**src/rtl/safe_wrapper_csr.sv**
```systemverilog
// rtl/safe_wrapper_csr.sv - safe-CPU wrapper control/status register responder
package safe_wrapper_csr_pkg;
   typedef struct packed {
      logic [31:0] addr;
      logic        write;
      logic [31:0] wdata;
      logic [3:0]  wstrb;
      logic        valid;
   } reg_req_t;

   typedef struct packed {
      logic [31:0] rdata;
      logic        error;
      logic        ready;
   } reg_rsp_t;
endpackage

module safe_wrapper_csr
   import safe_wrapper_csr_pkg::*;
#(
   parameter int unsigned NHARTS = 3,
   parameter int unsigned AW     = 32,
   parameter int unsigned DW     = 32
) (
   input  logic              clk_i,
   input  logic              rst_ni,
   input  reg_req_t          reg_req_i,
   output reg_rsp_t          reg_rsp_o,
   output logic [1:0]        mode_o,
   output logic [NHARTS-1:0] hart_en_o,
   output logic              sync_req_o,
   input  logic [NHARTS-1:0] sync_ack_i
);

   // Top bit of the HART_EN field inside CTRL
   localparam int unsigned HI = NHARTS + 1;

   typedef enum logic {ACC_IDLE = 1'b0, ACC_RESP = 1'b1} acc_state_e;
   typedef enum logic {SY_IDLE = 1'b0, SY_WAIT = 1'b1} sync_state_e;

   acc_state_e        acc_q;
   logic [2:0]        addr_q;
   logic [1:0]        mode_q, mode_d;
   logic [NHARTS-1:0] hart_en_q, hart_en_d;
   logic [15:0]       timeout_q, timeout_d;
   logic [15:0]       errcnt_q, errcnt_d;
   logic [15:0]       cnt_q;
   logic [31:0]       scratch_q, scratch_d;
   logic              done_q, tout_q;
   sync_state_e       sync_q;
   logic              sync_req_q;

   logic [AW-1:0]     req_addr;
   logic              unused_bits;
   logic              commit;
   logic              wr_ctrl, wr_sync, wr_tmo, wr_err, wr_scr;
   logic              start, clr_done, clr_tout, ack_all, tout_hit;
   logic [31:0]       ctrl_rd, sync_rd, ctrl_wr, tmo_wr;
   logic [DW-1:0]     rdata;
   logic              rerror;

   // Byte-strobed merge of write data over the current register value
   function automatic logic [31:0] merge(input logic [31:0] old,
                                         input logic [31:0] wd,
                                         input logic [3:0]  strb);
      logic [31:0] r;
      for (int b = 0; b < 4; b++) begin
         r[8*b +: 8] = strb[b] ? wd[8*b +: 8] : old[8*b +: 8];
      end
      return r;
   endfunction

   assign req_addr = reg_req_i.addr;

   // A write lands on the edge that ends the response cycle, only if valid held
   assign commit   = (acc_q == ACC_RESP) && reg_req_i.valid && reg_req_i.write;
   assign wr_ctrl  = commit && (addr_q == 3'd0);
   assign wr_sync  = commit && (addr_q == 3'd1);
   assign wr_tmo   = commit && (addr_q == 3'd2);
   assign wr_err   = commit && (addr_q == 3'd3);
   assign wr_scr   = commit && (addr_q == 3'd4);

   assign start    = wr_sync && reg_req_i.wstrb[0] && reg_req_i.wdata[0];
   assign clr_done = wr_sync && reg_req_i.wstrb[0] && reg_req_i.wdata[1];
   assign clr_tout = wr_sync && reg_req_i.wstrb[0] && reg_req_i.wdata[2];

   // Disabled harts count as acknowledged; HART_EN is sampled live
   assign ack_all  = ((sync_ack_i & hart_en_q) == hart_en_q);
   assign tout_hit = (sync_q == SY_WAIT) && !ack_all && (cnt_q == 16'd0);

   // Assemble readable views of CTRL and SYNC
   always_comb begin
      ctrl_rd       = '0;
      ctrl_rd[1:0]  = mode_q;
      ctrl_rd[HI:2] = hart_en_q;
      sync_rd       = {29'd0, tout_q, done_q, (sync_q == SY_WAIT)};
   end

   assign ctrl_wr   = merge(ctrl_rd, reg_req_i.wdata, reg_req_i.wstrb);
   assign tmo_wr    = merge({16'd0, timeout_q}, reg_req_i.wdata, reg_req_i.wstrb);
   assign mode_d    = (wr_ctrl && (ctrl_wr[1:0] != 2'd3)) ? ctrl_wr[1:0] : mode_q;
   assign hart_en_d = wr_ctrl ? ctrl_wr[HI:2] : hart_en_q;
   assign timeout_d = wr_tmo ? tmo_wr[15:0] : timeout_q;
   assign scratch_d = wr_scr ? merge(scratch_q, reg_req_i.wdata, reg_req_i.wstrb) : scratch_q;

   assign unused_bits = ^{req_addr[AW-1:5], req_addr[1:0], ctrl_wr[31:HI+1], tmo_wr[31:16]};

   // Error counter: saturating increment, byte-wise write-clear overrides it
   always_comb begin
      errcnt_d = errcnt_q;
      if (tout_hit && (errcnt_q != 16'hFFFF)) begin
         errcnt_d = errcnt_q + 16'd1;
      end
      if (wr_err && reg_req_i.wstrb[0]) begin
         errcnt_d[7:0] = 8'h00;
      end
      if (wr_err && reg_req_i.wstrb[1]) begin
         errcnt_d[15:8] = 8'h00;
      end
   end

   // Access FSM and the plain RW registers
   always_ff @(posedge clk_i or negedge rst_ni) begin
      if (!rst_ni) begin
         acc_q     <= ACC_IDLE;
         addr_q    <= 3'd0;
         mode_q    <= 2'd0;
         hart_en_q <= NHARTS'(1);
         timeout_q <= 16'h00FF;
         scratch_q <= 32'd0;
      end else begin
         case (acc_q)
            ACC_IDLE: begin
               if (reg_req_i.valid) begin
                  acc_q  <= ACC_RESP;
                  addr_q <= req_addr[4:2];
               end
            end
            default: acc_q <= ACC_IDLE;
         endcase
         mode_q    <= mode_d;
         hart_en_q <= hart_en_d;
         timeout_q <= timeout_d;
         scratch_q <= scratch_d;
      end
   end

   // Sync FSM with timeout counter, sticky flags and error statistics
   always_ff @(posedge clk_i or negedge rst_ni) begin
      if (!rst_ni) begin
         sync_q     <= SY_IDLE;
         sync_req_q <= 1'b0;
         cnt_q      <= 16'd0;
         done_q     <= 1'b0;
         tout_q     <= 1'b0;
         errcnt_q   <= 16'd0;
      end else begin
         errcnt_q <= errcnt_d;
         if (clr_done) begin
            done_q <= 1'b0;
         end
         if (clr_tout) begin
            tout_q <= 1'b0;
         end
         case (sync_q)
            SY_IDLE: begin
               if (start) begin
                  sync_q     <= SY_WAIT;
                  sync_req_q <= 1'b1;
                  cnt_q      <= timeout_q;
                  done_q     <= 1'b0;
                  tout_q     <= 1'b0;
               end
            end
            default: begin
               if (ack_all) begin
                  done_q     <= 1'b1;
                  sync_req_q <= 1'b0;
                  sync_q     <= SY_IDLE;
               end else if (cnt_q == 16'd0) begin
                  tout_q     <= 1'b1;
                  sync_req_q <= 1'b0;
                  sync_q     <= SY_IDLE;
               end else begin
                  cnt_q <= cnt_q - 16'd1;
               end
            end
         endcase
      end
   end

   // Read decode from the held address, only while responding
   always_comb begin
      rdata  = '0;
      rerror = 1'b0;
      if (acc_q == ACC_RESP) begin
         case (addr_q)
            3'd0:    rdata = ctrl_rd;
            3'd1:    rdata = sync_rd;
            3'd2:    rdata = {16'd0, timeout_q};
            3'd3:    rdata = {16'd0, errcnt_q};
            3'd4:    rdata = scratch_q;
            default: rerror = 1'b1;
         endcase
      end
   end

   assign reg_rsp_o.rdata = rdata;
   assign reg_rsp_o.error = rerror;
   assign reg_rsp_o.ready = (acc_q == ACC_RESP);
   assign mode_o          = mode_q;
   assign hart_en_o       = hart_en_q;
   assign sync_req_o      = sync_req_q;

endmodule
```
**config.mk**
```make
export PLATFORM = sky130hd
export DESIGN_NAME = safe_wrapper_csr
export DESIGN_NICKNAME = d
export VERILOG_FILES = /design/src/rtl/safe_wrapper_csr.sv
export SDC_FILE = /design/constraint.sdc
export NUM_CORES = 1
export LEC_CHECK = 0
export ABC_AREA = 1
export CAP_MARGIN = 25
export CORE_ASPECT_RATIO = 1.25
export CORE_UTILIZATION = 55
export CTS_BUF_LIST = sky130_fd_sc_hd__clkbuf_2
export DETAILED_ROUTE_END_ITERATION = 12
export HOLD_SLACK_MARGIN = 0.06
export MAX_ROUTING_LAYER = met4
export PLACE_DENSITY_LB_ADDON = 0.15
export SETUP_SLACK_MARGIN = 0.4
export SLEW_MARGIN = 25
export SYNTH_ARGS = -nofsm -noshare
export SYNTH_HDL_FRONTEND = slang
export SYNTH_SLANG_ARGS = --single-unit
export TNS_END_PERCENT = 5
```
**constraint.sdc**
```tcl
create_clock -name clk_i -period 2.9 [get_ports clk_i]
set_input_delay 0.435 -clock clk_i [delete_from_list [all_inputs] [get_ports clk_i]]
set_output_delay 0.435 -clock clk_i [all_outputs]
set_load 0.02 [all_outputs]
```
Yosys cells after proc, flatten, opt, wreduce, memory -nomap -nowiden. Cells that the tools add are included.

Logic and storage cells: 96. Flip-flop bits (word level): 93. Output and inout bits: 40.

$add $sub $neg: 2. Bitwise gates (word level): 2. Equal/unequal tests: 10. Reductions and logical operators: 34. Mux-type cells: 31.

Operator list (number): $pmux 32 s5 (1); $mux 16 (5); $mux 32 (1); $mux 1 (21); $reduce_and 2->1 (9); $logic_and 1x1->1 (17); $add 16x1->16 const B (1); $logic_not 16->1 (1); $mux 8 (2); $ne 16x16->1 const B (1); $sub 16x1->16 const B (1); $eq 3x2->1 const B (2); $ne 2x2->1 const B (3); $reduce_bool 2->1 (3); $reduce_or 5->1 (1); $and 3x3->3 (1); $eq 3x1->1 const B (1); $eq 3x3->1 (1); $eq 3x3->1 const B (1); $logic_not 3->1 (1); $ne 3x1->1 const B (1); $reduce_and 3->1 (1); $mux 2 (1); $logic_not 1->1 (1); $not 1->1 (1).

Longest topological paths before layout.
Word-level depth: 9. Gate-level depth with buffers: 10.

Least setup slack after synthesis. OpenSTA, ideal clock, no wires.

Kind: register -> output. Start: register addr_q[0]. End: output reg_rsp_o[7] in the netlist's numbering. Data arrival time: 1.503 ns. Cell stages (with the launch flop): 7. Path buffers: 1. Slack: 0.962 ns. Path through: dfrtp_1 > inv_1 > nand2_1 > nor2_2 > buf_2 > nand2_1 > a31oi_1.

RTL lines: from (decl) (RTL line 42) `logic [2:0] addr_q;`; from (signal assigned) (RTL line 136) `addr_q <= req_addr[4:2];`; to (decl) (RTL line 28) `output reg_rsp_t reg_rsp_o,`.

==> metrics.cfg <==
[cells_and_area]
final_cell_mix = 208 x nand2_1, 104 x nor2_1, 84 x inv_1
final_net_count = 901
n_antenna_cell = 0
final_area_um2 = 6220
final_util_pct = 67.8
post_route_cells_drive_above_1_share_pct = 11.7
areaGrowthSynthToFinish_pct = 19.7
mostFrequentLayoutCell = nand2_1

[timing]
slew_headroom_pct = 53.3
skew_ps = 40.9
holdWs_ps = 372
worstMarginPinSlew_ps = 700
grt_setup_unrepaired = true
setup_tns_ps = 0
hold_violations = 0
period_share_pct = 85.6
setup-violations-final = 0
fmax_ghz = 0.403
final_max_slew_viol_count = 0
fin_crit_ps = 2480
worst_slack_ps = 417

[power]
powerDensity_nw_per_um2 = 478
leakagePower_nw = 3.08
ir_drop_mv = 0.303

[worst_setup_path]
crit_type = register to primary output
worst-path-max-fanout = 11
critPathArrivalTime_ps = 2050
worst_path_largest_cell_delay_ps = 490
crit_required_ps = 2470
worst_path_most_repeated_cell = buf_4
start_kind = register
crit_slowest_cell = dfrtp_2
crit_chain = buf_4 -> nand3_1 -> buf_4 -> o21ai_0 -> a21oi_1 -> nor2_1 -> clkbuf_2
endpoint_kind = primary output
reg2reg_slack_ps = 880

[routing]
route.detailed.drc = 0
drt_iter0_drc = 345
routed_wl_mm = 13.5
dr.pass1.iters = 5
wl_per_cell_um = 14.2
drtAntennaViolNets = 0
routed_via_density = 5.31
vias = 5058

[synth]
ys_seq_elements = 93
synth_warnings = 0
synthFlopType = dfrtp_1
synth_cell_types = 36
ys_async_sr_fraction_pct = 100
synth_nets = 809
syn_area_per_cell_um2 = 7.09
synth_edf_count = 0
mappedNetlistArea_um2 = 5190
ys_seq_area_share_pct = 45.0
synthCells = 732

[clock_network]
clk_latency_ps = 590
cts_tree = yes
cts_root_buf = clkbuf_2
clock-sinks = 93
h-tree-depth = 3
clockBufferDepth = 2
path_clk_slew_ps = 260
numCtsBuffers = 9

[global_routing]
grt_max_degree = 54
grt_pass1_wl_mm = 22.1
grtUsageMet2_pct = 46.4
grt_overflow = 0
grt.met3_usage_pct = 3.29
grt_pass1_vias = 4812
track_usage_pct = 30.0
use_met1_pct = 38.4
grt.busiest_layer = met2
antenna_found_initial = 0

[worst_hold_path]
hp-class = input port to register

[flow_run]
timing.max_cap.violations = 0

[floorplan]
fp.dieArea_um2 = 9830
num_rows = 39
die_w_um = 88.9
start_util_pct = 56.6
io_pins = 115
die_h_um = 111
core_um2 = 9170

[placed_design]
place_area_um2 = 6190
port_buffers = 85
hpwlAfterDp_mm = 10.2
place.gp.congestion = 0.955
pre_cts_ws_ps = 427

[run_status]
status = complete, no violations

[critical path: cells and delay by family (launching register included)]
family,cells,cell delay (ps)
buffers and inverters,3,510
DFF,1,490
AOI/OAI and AO/OA,2,290
and+or+nand+nor,2,170
[report_power, final]
part,switching (mW),total [mW],internal (mW)
clock network,0.433,0.712,0.280
registers,0.118,1.60,1.48
logic,0.394,0.659,0.265
[Yosys cell counts (2+ instances only)]
cell,n,area [µm²]
a22o_1,2,17.5
o21ai_0,65,325
inv_2,3,11.3
or2_2,3,18.8
nor2_4,2,22.5
a21oi_1,33,165
nor2_2,3,18.8
nor3_2,2,20.0
nand2_2,2,12.5
nor2_1,104,390
nand4_1,13,81.3
buf_4,4,30.0
a41oi_1,2,17.5
clkbuf_1,10,37.5
nor3_1,3,15.0
dfstp_2,9,236
nand3_2,3,30.0
dfrtp_1,84,2100
xnor2_1,2,17.5
buf_2,6,30.0
o211ai_1,3,22.5
inv_1,86,323
nand3_1,55,275
xor2_1,4,35.0
o22ai_1,5,31.3
nand2_4,2,22.5
nand2_1,210,788
ha_1,2,25.0
o21ai_1,3,15.0
[flip-flops by register name (all words and copies together), names as in the netlist]
signal,flops
scratch_q,32
cnt_q,16
errcnt_q,16
timeout_q,16
addr_q,3
hart_en_o,3
mode_o,2
acc_q,1
done_q,1
sync_q,1
sync_req_o,1
tout_q,1
[timing repair]
item                                   CTS  global route
endpoints found under the hold margin   42             0
resized for setup                       35            81
hold buffers                             1             0
setup endpoints to repair               33            33
buffers inserted                         0             3
[metal layers]
layer  vias up  wire [µm]
li1       2525          -
met1      2324       5790
met4         0        540
met5         -          0
met3        28        719
met2       181       6490
[path summary, 6_finish.rpt]
kind	from	endpoint	depth (start not counted)
max	addr_q[1]$_DFFE_PN0P_	reg_rsp_o[15]	7
max reg2reg	errcnt_q[0]$_DFFE_PN0P_	errcnt_q[13]$_DFFE_PN0P_	10
max in group asynchronous	rst_ni	timeout_q[3]$_DFFE_PN1P_	3
min	reg_req_i[22]	scratch_q[17]$_DFFE_PN0P_	3
min in group asynchronous	rst_ni	scratch_q[4]$_DFFE_PN0P_	2
min reg2reg	sync_req_o$_DFFE_PN0P_	sync_req_o$_DFFE_PN0P_	2
[stage by stage]
stage / power [mW] / std cells
after floorplan: 1.97 / 732
after global placement: 2.25 / 932
after detailed placement: 2.29 / 932
after CTS: 2.97 / 949
after global routing: 3.12 / 952
final: 2.97 / 952
[logic make-up (layout without fill, tap and decap cells)]
family | after synthesis | count (layout) | share of synthesized area, %
AOI/OAI and AO/OA | 117 | 117 | 12.0
xor gates and xnor gates | 6 | 6 | 1.01
adders and majority gates | 2 | 2 | 0.482
buffers and inverters | 110 | 207 | 8.39
DFF | 93 | 93 | 45.0
and+or+nand+nor | 404 | 404 | 33.0
[final cells by class]
type                            count  area, µm²
Multi-Input combinational cell    529       2430
Fill cell                         843       2960
Inverter                           90        340
Clock buffer                       10       50.0
Timing Repair Buffer              101        820
Clock inverter                      6       78.8
Tap cell                          123        154
Sequential cell                    93       2340
(Power assumes the default switching activity.)
